$ cat src/rtl/brew_order_scheduler_if.sv
// Order and brewer handshake bundle for brew_order_scheduler.
// master = requesters + brewer side, slave = scheduler side.
interface brew_order_scheduler_if;
  logic       p0_valid;
  logic [1:0] p0_type;
  logic       p0_ready;
  logic       p1_valid;
  logic [1:0] p1_type;
  logic       p1_ready;
  logic       brew_ok;
  logic [1:0] brew_c_type;
  logic       brew_busy;

  modport master (
    output p0_valid, p0_type, p1_valid, p1_type, brew_busy,
    input  p0_ready, p1_ready, brew_ok, brew_c_type
  );

  modport slave (
    input  p0_valid, p0_type, p1_valid, p1_type, brew_busy,
    output p0_ready, p1_ready, brew_ok, brew_c_type
  );
endinterface

$ cat src/rtl/brew_order_scheduler.sv
// Two-port round-robin order FIFO feeding a single brewer with start timeout and inter-brew gap.
// Optional served-brew counter enabled by defining ORDER_STATS_EN.
//
// state      | meaning
// S_IDLE     | wait for a queued order, pop it into cur_type
// S_ISSUE    | one-cycle brew_ok pulse to the brewer
// S_WAIT_START | wait for brew_busy, time out after START_TIMEOUT cycles
// S_BREWING  | brewer active
// S_GAP      | GAP_CYCLES idle cycles before the next dispatch
module brew_order_scheduler #(
  parameter int FIFO_DEPTH    = 4,
  parameter int GAP_CYCLES    = 2,
  parameter int START_TIMEOUT = 8
) (
  input  logic                        clk,
  input  logic                        reset,
  brew_order_scheduler_if.slave       bus,
  output logic                        sched_busy_o,
  output logic [$clog2(FIFO_DEPTH):0] q_count_o,
  output logic                        err_timeout_o,
  output logic [7:0]                  served_count_o
);

  localparam int AW   = $clog2(FIFO_DEPTH);
  localparam int CW   = AW + 1;
  localparam int TMAX = (START_TIMEOUT > GAP_CYCLES) ? START_TIMEOUT : GAP_CYCLES;
  localparam int TW   = $clog2(TMAX);

  typedef enum logic [2:0] {
    S_IDLE,
    S_ISSUE,
    S_WAIT_START,
    S_BREWING,
    S_GAP
  } state_e;

  state_e        state_q, state_d;
  logic [TW-1:0] timer_q, timer_d;
  logic [1:0]    cur_type_q, cur_type_d;
  logic          err_q, err_d;

  logic [1:0]    mem_q [FIFO_DEPTH];
  logic [AW-1:0] wr_ptr_q, rd_ptr_q;
  logic [CW-1:0] count_q, count_d;
  logic          rr_q, rr_d;

  logic          full, grant0, grant1, push, pop;
  logic [1:0]    push_type;

  // Full uses the pre-edge count, so a same-cycle pop never makes room for a push.
  assign full   = (count_q == CW'(FIFO_DEPTH));
  assign grant0 = bus.p0_valid && (!bus.p1_valid || !rr_q);
  assign grant1 = bus.p1_valid && (!bus.p0_valid || rr_q);

  assign bus.p0_ready = grant0 && !full && !reset;
  assign bus.p1_ready = grant1 && !full && !reset;

  assign push      = (grant0 || grant1) && !full && !reset;
  assign push_type = grant1 ? bus.p1_type : bus.p0_type;
  assign pop       = (state_q == S_IDLE) && (count_q != '0);
  assign rr_d      = push ? grant0 : rr_q;

  always_comb begin
    count_d = count_q;
    if (push && !pop) begin
      count_d = count_q + 1'b1;
    end else if (!push && pop) begin
      count_d = count_q - 1'b1;
    end
  end

  always_ff @(posedge clk) begin
    if (push) begin
      mem_q[wr_ptr_q] <= push_type;
    end
  end

  always_ff @(posedge clk) begin
    if (reset) begin
      wr_ptr_q <= '0;
      rd_ptr_q <= '0;
      count_q  <= '0;
      rr_q     <= 1'b0;
    end else begin
      if (push) wr_ptr_q <= wr_ptr_q + 1'b1;
      if (pop)  rd_ptr_q <= rd_ptr_q + 1'b1;
      count_q <= count_d;
      rr_q    <= rr_d;
    end
  end

  always_comb begin
    state_d    = state_q;
    timer_d    = timer_q;
    cur_type_d = cur_type_q;
    err_d      = err_q;
    unique case (state_q)
      S_IDLE: begin
        if (count_q != '0) begin
          cur_type_d = mem_q[rd_ptr_q];
          state_d    = S_ISSUE;
        end
      end
      S_ISSUE: begin
        timer_d = TW'(START_TIMEOUT - 1);
        state_d = S_WAIT_START;
      end
      S_WAIT_START: begin
        if (bus.brew_busy) begin
          state_d = S_BREWING;
        end else if (timer_q == '0) begin
          err_d   = 1'b1;
          timer_d = TW'(GAP_CYCLES - 1);
          state_d = S_GAP;
        end else begin
          timer_d = timer_q - 1'b1;
        end
      end
      S_BREWING: begin
        if (!bus.brew_busy) begin
          timer_d = TW'(GAP_CYCLES - 1);
          state_d = S_GAP;
        end
      end
      S_GAP: begin
        if (timer_q == '0) begin
          state_d = S_IDLE;
        end else begin
          timer_d = timer_q - 1'b1;
        end
      end
      default: state_d = S_IDLE;
    endcase
  end

  always_ff @(posedge clk) begin
    if (reset) begin
      state_q    <= S_IDLE;
      timer_q    <= '0;
      cur_type_q <= 2'b00;
      err_q      <= 1'b0;
    end else begin
      state_q    <= state_d;
      timer_q    <= timer_d;
      cur_type_q <= cur_type_d;
      err_q      <= err_d;
    end
  end

  assign bus.brew_ok     = (state_q == S_ISSUE);
  assign bus.brew_c_type = cur_type_q;
  assign sched_busy_o    = (state_q != S_IDLE) || (count_q != '0);
  assign q_count_o       = count_q;
  assign err_timeout_o   = err_q;

`ifdef ORDER_STATS_EN
  logic       brew_done;
  logic [7:0] served_q;

  // Timed-out orders leave through WAIT_START, so only real brews are counted.
  assign brew_done = (state_q == S_BREWING) && !bus.brew_busy;

  always_ff @(posedge clk) begin
    if (reset) begin
      served_q <= 8'd0;
    end else if (brew_done && (served_q != 8'hFF)) begin
      served_q <= served_q + 8'd1;
    end
  end

  assign served_count_o = served_q;
`else
  assign served_count_o = 8'd0;
`endif

endmodule

$ cat src/flat_wrapper.sv
// flat-port wrapper written by rule: the top's interface ports become plain ports
module brew_order_scheduler_flat 
#(
  parameter int FIFO_DEPTH    = 4,
  parameter int GAP_CYCLES    = 2,
  parameter int START_TIMEOUT = 8
)
  (clk, reset, sched_busy_o, q_count_o, err_timeout_o, served_count_o, bus_p0_valid, bus_p0_type, bus_p1_valid, bus_p1_type, bus_brew_busy, bus_p0_ready, bus_p1_ready, bus_brew_ok, bus_brew_c_type);
  brew_order_scheduler_if bus_i ();
  input  logic clk;
  input  logic reset;
  output logic sched_busy_o;
  output logic [$clog2(FIFO_DEPTH):0] q_count_o;
  output logic err_timeout_o;
  output logic [7:0] served_count_o;
  input wire logic [$bits(bus_i.p0_valid)-1:0] bus_p0_valid;
  input wire logic [$bits(bus_i.p0_type)-1:0] bus_p0_type;
  input wire logic [$bits(bus_i.p1_valid)-1:0] bus_p1_valid;
  input wire logic [$bits(bus_i.p1_type)-1:0] bus_p1_type;
  input wire logic [$bits(bus_i.brew_busy)-1:0] bus_brew_busy;
  output wire logic [$bits(bus_i.p0_ready)-1:0] bus_p0_ready;
  output wire logic [$bits(bus_i.p1_ready)-1:0] bus_p1_ready;
  output wire logic [$bits(bus_i.brew_ok)-1:0] bus_brew_ok;
  output wire logic [$bits(bus_i.brew_c_type)-1:0] bus_brew_c_type;
  assign bus_i.p0_valid = bus_p0_valid;
  assign bus_i.p0_type = bus_p0_type;
  assign bus_i.p1_valid = bus_p1_valid;
  assign bus_i.p1_type = bus_p1_type;
  assign bus_i.brew_busy = bus_brew_busy;
  assign bus_p0_ready = bus_i.p0_ready;
  assign bus_p1_ready = bus_i.p1_ready;
  assign bus_brew_ok = bus_i.brew_ok;
  assign bus_brew_c_type = bus_i.brew_c_type;
  brew_order_scheduler #(.FIFO_DEPTH(FIFO_DEPTH), .GAP_CYCLES(GAP_CYCLES), .START_TIMEOUT(START_TIMEOUT)) u_core (.clk(clk), .reset(reset), .bus(bus_i), .sched_busy_o(sched_busy_o), .q_count_o(q_count_o), .err_timeout_o(err_timeout_o), .served_count_o(served_count_o));
endmodule
$ cat config.mk
export PLATFORM = sky130hd
export DESIGN_NAME = brew_order_scheduler_flat
export DESIGN_NICKNAME = d
export VERILOG_FILES = /design/src/rtl/brew_order_scheduler_if.sv /design/src/rtl/brew_order_scheduler.sv /design/src/flat_wrapper.sv
export SDC_FILE = /design/constraint.sdc
export NUM_CORES = 1
export LEC_CHECK = 0
export BUFFER_PORTS_ARGS = -buffer_cell sky130_fd_sc_hd__buf_2
export CAP_MARGIN = 20
export CORE_ASPECT_RATIO = 1.5
export CORE_UTILIZATION = 39
export DETAILED_ROUTE_END_ITERATION = 16
export HOLD_SLACK_MARGIN = 0.08
export SETUP_SLACK_MARGIN = 0.5
export SLEW_MARGIN = 20
export SYNTH_ARGS = -nofsm -noshare
export SYNTH_HDL_FRONTEND = slang
export SYNTH_SLANG_ARGS = --single-unit
$ cat constraint.sdc
create_clock -name clk -period 2.8 [get_ports clk]
set_clock_uncertainty 0.2 [all_clocks]
set_input_delay 0.56 -clock clk [delete_from_list [all_inputs] [get_ports clk]]
set_output_delay 0.56 -clock clk [all_outputs]
set_load 0.03 [all_outputs]
# Word level (Yosys, flattened, before mapping)
# Memory sizes are Yosys's and may differ from the RTL's. A register that Yosys moved wholly into a read port is not among the register bits.
# Index checks and enable logic that the tools add are counted.
# word_totals
regBits	15
ram_bits	8
output_inout_bits	18
wordCells	73
mem_count	1
# classes
n_addsub	5
eq_ne	11
muxes	16
n_bitwise	1
n_reduce_logical	32
# memory_table
name	depth	width	read_ports	rd_ports_with_merged_regs	wr	line	source
u_core.mem_q	4	2	1	1	1	brew_order_scheduler.sv:42	logic [1:0] mem_q [FIFO_DEPTH];
# ops
op	n
$mux 3	11
$pmux 3 s5	1
$pmux 3 s4	1
$logic_and 1x1->1	11
$ne 2x2->1 const B	4
$reduce_and 4->1	2
$logic_not 1->1	7
$eq 3x2->1 const B	2
$eq 3x3->1 const B	2
$logic_not 3->1	2
$reduce_bool 3->1	2
$sub 3x1->3 const B	2
$add 2x1->2 const B	2
$logic_or 1x1->1	4
$reduce_bool 4->1	1
$add 3x1->3 const B	1
$eq 3x1->1 const B	1
$ne 3x2->1 const B	1
$reduce_and 3->1	1
$mux 1	2
$mux 2	1
$ne 2x1->1 const B	1
$reduce_and 2->1	1
$reduce_bool 2->1	1
$not 1->1	1

# Logic depth before layout (Yosys ltp)
# Gate-level depths: netlist (run 1).
# logic_depth
word_depth	10
depth_mapped	9

# Worst setup path before layout (run 1)
# Ideal clock, no wire load.
# synth_path
kind	register -> register
startpoint	register u_core.count_q[0], in the netlist u_core.q_count_o[0]
endpoint	register u_core.count_q[2], in the netlist u_core.q_count_o[2]
setup_time_ps	71
arrival_ps	2335
required_time_ps	2529
slack_ps	195
path_stages_with_launch	9
n_path_buf	0
synth_period_minus_slack_ps	2605
cell_sequence	dfxtp_1 -> nor2_1 -> a211oi_4 -> ha_1 -> inv_1 -> fa_1 -> xor2_1 -> or3_1 -> a21oi_1
# synth_via
elab_chain_cells	7
elab_cells_between_ends	15
classes_between	add/sub: 2; eq/ne: 1; mux: 2; reduce/logical: 10
# synth_rtl
element	line	source
from (decl)	brew_order_scheduler.sv:44	logic [CW-1:0] count_q, count_d;
from (signal assigned)	brew_order_scheduler.sv:87	count_q <= count_d;
$eq 3x3->1 *	brew_order_scheduler.sv:51	assign full = (count_q == CW'(FIFO_DEPTH));
$logic_not 1->1 *	brew_order_scheduler.sv:58	assign push = (grant0 || grant1) && !full && !reset;
$logic_and 1x1->1 * (2 in series)	brew_order_scheduler.sv:58	
named net u_core.push	brew_order_scheduler.sv:47	logic full, grant0, grant1, push, pop;
$logic_not 1->1	brew_order_scheduler.sv:67	end else if (!push && pop) begin
$logic_and 1x1->1	brew_order_scheduler.sv:67	
$reduce_bool 2->1 (no source line)	--	
# The timed path passes the listed nets; every way through them passes the cells marked *. The select of a mux whose other input is x is not followed.
# A chain may end at the register's enable or synchronous reset.

# Final worst setup path (run 1)
# layout_path
startpoint	register u_core.count_q[1], in the netlist u_core.q_count_o[1]
endpoint	register u_core.count_q[2], in the netlist u_core.q_count_o[2]
# layout_via
elab_chain_cells	7
elab_cells_between_ends	15
classes_between	add/sub: 2; eq/ne: 1; mux: 2; reduce/logical: 10
# layout_rtl
element
parallel branches: the longest is 7 deep, another holds $sub 3x1->3
# Several ways; the timed one is not identified. The select of a mux whose other input is x is not followed.

==> results.py, run 1 <==
metrics = {
    "timing": {
        "hold_viol_final": 0,
        "slew-limit-headroom_pct": 67.0,
        "tightest_slew_ns": 0.489,
        "fmax_mhz": 443,
        "rsz0062_at_grt": "yes",
        "finalCritPeriodShare_pct": 80.6,
        "tns_ns": 0,
        "setup_violations": 0,
        "slew_violations": 0,
        "layout_min_cycle_time_ns": 2.26,
        "holdWs_ns": 0.272,
    },
    "placement": {
        "place.gp.congestion": 0.865,
        "placed_cell_area_um2": 1450,
        "portBuffers": 18,
        "place_inst": 191,
        "hpwl_mm": 1.93,
    },
    "cells_and_area": {
        "final_util_pct": 47.8,
        "filler_cell_count": 326,
        "fin_nets": 176,
        "finalInstanceArea_um2": 1540,
        "area_growth_pct": 14.3,
        "drive_above_1_share_pct": 26.6,
        "fin_cells": 198,
        "insertedDiodeCount": 0,
    },
    "setup_path": {
        "worstPathRequired_ns": 2.80,
        "cp.arrival_ns": 2.26,
        "end_kind": "flop",
        "start_kind": "flop",
        "crit_fanout": 5,
        "crit_type": "flop to flop",
    },
    "global_route": {
        "grt_max_degree": 18,
        "grt_pass1_wl_mm": 4.20,
        "globalRouteTotalUtil_pct": 15.0,
        "antenna_found_initial": 0,
        "grt_pass1_vias": 957,
        "grt_overflow": 0,
    },
    "floorplanning": {
        "ioPinCount": 27,
        "fp.dieH_um": 74.0,
        "fp.coreArea_um2": 3220,
        "rows": 25,
        "start_util_pct": 41.8,
        "dieArea_um2": 3700,
        "dieWidth_um": 50.0,
    },
    "synthesis": {
        "synth_compound_area_share_pct": 12.3,
        "synth_top_family_by_area": "simple AND/OR/NAND/NOR gates",
        "synthSimpleGateAreaFrac_pct": 16.5,
        "ys.flop_type": "dfxtp_1",
        "synth-edff-count": 8,
        "synthTopCellsByArea": "dfxtp_1 25%, edfxtp_1 18%, ha_1 6.5%, buf_4 5.0%, nor2_1 4.7%",
        "syn_area_per_cell_um2": 9.84,
        "synthAdderAreaFrac_pct": 7.99,
        "yosysTopAreaCellShare_pct": 25.3,
        "async_flop_share_pct": 0,
        "syn_inst": 137,
        "synthMuxAreaShare_pct": 7.24,
        "synth_cell_types": 41,
        "synth_seq_area_share_pct": 43.1,
        "syn-cell-area_um2": 1350,
        "synth_top_area_cell": "dfxtp_1",
        "synth-seq-cells": 25,
        "synth_xor_area_share_pct": 3.25,
        "synth_warnings": 0,
    },
    "flow_run": {
        "drv_cap": 0,
    },
    "routing": {
        "wl_per_cell_um": 12.7,
        "via_count": 980,
        "postRouteAntennaNets": 0,
        "dr.pass1.iters": 4,
        "viasPerCell": 4.95,
        "drc_errors": 0,
        "drt_iter0_drc": 10,
        "drt_wl_total_mm": 2.52,
    },
    "pwr": {
        "internal-power_uw": 927,
        "irDropWorstVdd_mv": 0.562,
        "comb_power_share_pct": 50.2,
        "swShare_pct": 42.2,
        "seqPwrFrac_pct": 36.2,
        "net-switching-power_uw": 677,
        "p_clk_share_pct": 13.6,
        "p_per_area_nw_per_um2": 1040,
        "leakage_nw": 0.655,
    },
    "clocking": {
        "clk_pin_slew_ns": 0.09,
        "cts_made_buffers": 3,
        "clock_latency_ns": 0.27,
        "cts.path.max_buffers": 2,
        "cts_tree": "done",
        "htreeDepth": 1,
        "ctsHoldBuffers": 0,
        "clock-root-buffer": "clkbuf_8",
        "cts_sinks": 25,
    },
    "min_path": {
        "holdCritPathClass": "flop to flop",
    },
    "outcome": {
        "status": "finished, final reports clean",
    },
}
==> cell families after synthesis <==
| logic type | after synthesis |
|---|---|
| compound gates | 24 |
| xor+xnor | 5 |
| fa+ha+maj | 8 |
| buf+inv | 22 |
| flops | 25 |
| mux | 7 |
| other cells | 1 |
| simple gates | 45 |
==> cells in the mapped netlist, types with 2 or more instances <==
library cell / instances
nand2_1: 6
nand2b_1: 2
a21oi_1: 4
clkbuf_1: 2
or3_1: 2
nand3_1: 2
mux2_2: 2
o21ai_0: 9
dfxtp_1: 17
ha_1: 7
inv_1: 9
mux2i_1: 3
buf_4: 9
nor3_1: 5
a31oi_1: 2
and2_1: 4
xor2_1: 4
mux4_2: 2
nor2_1: 17
edfxtp_1: 8
==> through the flow <==
| step | power [mW] | worst slack [ns] |
|---|---|---|
| after global routing | 1.73 | 0.484 |
| after detailed placement | 1.32 | 0.347 |
| after CTS | 1.57 | 0.518 |
| final | 1.60 | 0.543 |
| after floorplan | 1.17 | 0.350 |
| after global placement | 1.29 | 0.405 |
==> final cells by class <==
class                      count  area, um2  area share (%)
multi-input combinational     97        691            44.8
sequential                    25        589            38.3
timing repair buffer          23        128            8.29
tap                           40       50.0            3.25
clock buffer                   3       41.3            2.68
inverter                       9       33.8            2.19
clock inverter                 1       7.51           0.487
==> sequential cells by signal, summed over array words and instances (netlist names) <==
register,count
u_core.wr_ptr_q,2
u_core.bus.brew_c_type,2
u_core.state_q,3
u_core.mem_q,8
u_core.err_timeout_o,1
u_core.q_count_o,3
u_core.rr_q,1
u_core.timer_q,3
u_core.rd_ptr_q,2
==> final timing paths <==
check                       startpoint  slack, ns  cells past startpoint                    to
setup reg to reg   u_core.q_count_o[1]       0.54                      8   u_core.q_count_o[2]
setup / recovery   u_core.q_count_o[1]       0.54                      8   u_core.q_count_o[2]
hold / removal    u_core.err_timeout_o       0.27                      2  u_core.err_timeout_o
hold reg to reg   u_core.err_timeout_o       0.27                      2  u_core.err_timeout_o
==> power groups by stage <==
stage / Sequential [mW] / Clock, mW / Combinational (mW)
6_report: 0.581 / 0.217 / 0.806
3_5_place_dp: 0.586 / 0 / 0.731
4_1_cts: 0.579 / 0.224 / 0.764
3_3_place_gp: 0.581 / 0 / 0.711
5_1_grt: 0.594 / 0.238 / 0.900
2_1_floorplan: 0.600 / 0 / 0.572
==> cell usage in the layout, fill, tap and decap left out, drive strengths merged, types with 2 or more instances in the layout <==
master,instances
nor3,5
nand2,6
and2,4
or3,2
a31oi,2
mux2i,3
buf,23
a21oi,4
ha,7
xor2,4
mux4,2
clkbuf,3
dfxtp,17
nand3,2
nand2b,2
conb,8
o21ai,9
nor2,17
edfxtp,8
a211oi,2
inv,9
mux2,2
==> critical path: stages, from the launching register on <==
cell and delay (ns):
dfxtp_4 0.37, or3_4 0.40, nand2_2 0.10, ha_4 0.14, inv_1 0.05, fa_2 0.33
xor2_1 0.18, or3_1 0.30, a21oi_1 0.13
==> per-layer routing <==
layer | routed length [um] | GRT usage [%] | vias to the layer above | part of all wire, %
li1 | - | - | 501 | -
met1 | 1020 | 17.7 | 453 | 40
met2 | 1370 | 26.1 | 21 | 54
met3 | 77 | 2.86 | 5 | 3.1
met4 | 48 | 6.67 | 0 | 1.9
met5 | 0 | 0 | - | 0
==> timing repair <==
action	4_1_cts	5_1_grt
resized for setup	2	4
endpoints found under the setup margin	1	1
pin swaps	1	1
setup buffers	1	2
Note: power is estimated with default switching activity, not from simulation.
==> run 2: changes to the inputs <==
==> constraint.sdc (replaced) <==
create_clock -name clk -period 1.85 [get_ports clk]
set_clock_uncertainty 0.2 [all_clocks]
set_input_delay 0.37 -clock clk [delete_from_list [all_inputs] [get_ports clk]]
set_output_delay 0.37 -clock clk [all_outputs]
set_load 0.03 [all_outputs]
==> results.py, run 2 (synthesized netlist as in run 1, its figures left out) <==
metrics = {
    "outcome": {
        "status": "complete, but fails checks",
        "failed_checks": "setup timing",
    },
    "clocking": {
        "cts.path.max_buffers": 2,
        "clk_pin_slew_ns": 0.09,
        "ctsHoldBuffers": 0,
        "cts_tree": "done",
        "clock_latency_ns": 0.27,
        "cts_made_buffers": 3,
        "cts_sinks": 25,
        "clock-root-buffer": "clkbuf_8",
        "htreeDepth": 1,
    },
    "routing": {
        "postRouteAntennaNets": 0,
        "drt-met1-wl_mm": 1.24,
        "wl_met3_um": 114,
        "highest_layer": "met4",
        "viasPerCell": 5.06,
        "drt_wl_total_mm": 3.26,
        "drt_iter0_drc": 28,
        "wl_per_cell_um": 14.2,
        "via_count": 1163,
        "met2_length_mm": 1.76,
        "dr.pass1.iters": 6,
        "drc_errors": 0,
    },
    "setup_path": {
        "cp_cell_sequence": "or3_4 > nand2_4 > ha_4 > inv_2 > fa_2 > xor2_1 > or3_1 > a21oi_2",
        "path_buf_inv": 1,
        "worst_r2r_path_depth": 8,
        "cp.arrival_ns": 2.22,
        "cpPeakStageDelay_ns": 0.38,
        "rrSetupSlack_ns": -0.37,
        "start_kind": "flop",
        "worstPathRequired_ns": 1.86,
        "crit_fanout": 4,
        "cp_top_family": "simple AND/OR/NAND/NOR gates",
        "r2r_end": "u_core.q_count_o[2]",
        "cp-startpoint": "u_core.q_count_o[0]",
        "end_kind": "flop",
        "crit_slowest_cell": "or3_4",
        "r2r-start": "u_core.q_count_o[0]",
        "crit_type": "flop to flop",
    },
    "cells_and_area": {
        "fin_nets": 208,
        "finalInstanceArea_um2": 2070,
        "drive_above_1_share_pct": 56.3,
        "largest_reg_flops": 8,
        "area_growth_pct": 53.9,
        "final_util_pct": 64.4,
        "filler_cell_count": 246,
        "regMostFlops": "u_core.mem_q",
        "final_cell_mix": "25 x buf_6, 21 x buf_4, 11 x nor2_1",
        "insertedDiodeCount": 0,
        "final_common_cell": "buf_6",
    },
    "timing": {
        "slew_violations": 0,
        "layout_min_cycle_time_ns": 2.22,
        "finalCritPeriodShare_pct": 120,
        "setup_violations": 8,
        "rsz0062_at_grt": "yes",
        "holdWs_ns": 0.224,
        "hold_viol_final": 0,
        "fmax_mhz": 451,
        "worst_slack_ns": -0.368,
    },
    "placement": {
        "hpwl_mm": 2.12,
        "place.gp.congestion": 0.843,
        "portBuffers": 18,
        "placed_cell_area_um2": 1650,
    },
    "floorplanning": {
        "ioPinCount": 27,
        "fp.dieH_um": 74.0,
        "fp.coreArea_um2": 3220,
        "start_util_pct": 41.8,
        "rows": 25,
        "dieWidth_um": 50.0,
        "dieArea_um2": 3700,
    },
    "min_path": {
        "whs_path_depth": 2,
        "holdPathEnd": "u_core.mem_q[3][0]",
        "holdCritPathClass": "input pin to flop",
        "min_from": "bus_p0_type[0]",
    },
    "global_route": {
        "grt_pass1_wl_mm": 4.84,
        "globalRouteTotalUtil_pct": 17.4,
        "antenna_found_initial": 0,
        "grt_pass1_vias": 1084,
        "grt_overflow": 0,
        "grt_max_degree": 18,
    },
    "pwr": {
        "irDropWorstVdd_mv": 1.03,
        "p_per_area_nw_per_um2": 1740,
        "leakage_nw": 0.888,
    },
    "flow_run": {
        "drv_cap": 0,
    },
}
==> run 2: cell count changes in the layout (fill, tap and decap cells not counted), sizes merged <==
cell,change
buf,+31
clkbuf,+1
==> run 2: layout make-up <==
cell class                 instances  area, um2  share of cell area, %
clock inverter                     1       7.51                  0.362
inverter                           9       36.3                   1.75
sequential                        25        602                   29.0
multi-input combinational         97        851                   41.0
timing repair buffer              55        487                   23.5
tap                               40       50.0                   2.41
clock buffer                       3       41.3                   1.99
==> run 2: how the worst max path moves through the flow <==
stage	end	cells after the start	slack (ns)
2_1_floorplan	u_core.q_count_o[2]	8	-0.38
3_3_place_gp	u_core.q_count_o[2]	9	-0.30
3_5_place_dp	u_core.q_count_o[2]	9	-0.35
4_1_cts	u_core.q_count_o[2]	8	-0.35
5_1_grt	u_core.q_count_o[2]	8	-0.45
6_report	u_core.q_count_o[2]	8	-0.37
==> run 2: what timing repair did <==
action,CTS,global route
setup buffers,10,11
setup endpoints to repair,33,43
resized for setup,41,24
pin swaps,11,7
==> run 2: per-layer routing <==
| layer | GRT usage [%] | up-vias |
|---|---|---|
| met5 | 0 | - |
| met4 | 8.57 | 0 |
| met3 | 3.27 | 14 |
| met2 | 32.4 | 36 |
| met1 | 18.4 | 552 |
| li1 | - | 561 |
==> run 2: per-stage QoR <==
stage	std cells	setup TNS, ns	total power [mW]	worst slack [ns]
6_report	230	-1.86	3.61	-0.368
2_1_floorplan	144	-0.514	1.98	-0.381
5_1_grt	230	-2.39	3.80	-0.448
4_1_cts	219	-0.822	3.18	-0.349
3_5_place_dp	205	-0.456	2.39	-0.355
3_3_place_gp	205	-0.367	2.34	-0.303
==> run 2: report_power, final <==
group	leakage, nW	internal (mW)	total [mW]	switching [mW]
Sequential	0.218	0.739	0.884	0.145
Combinational	0.649	1.29	2.39	1.10
Clock	0.0217	0.153	0.332	0.179
Total	0.888	2.18	3.61	1.43
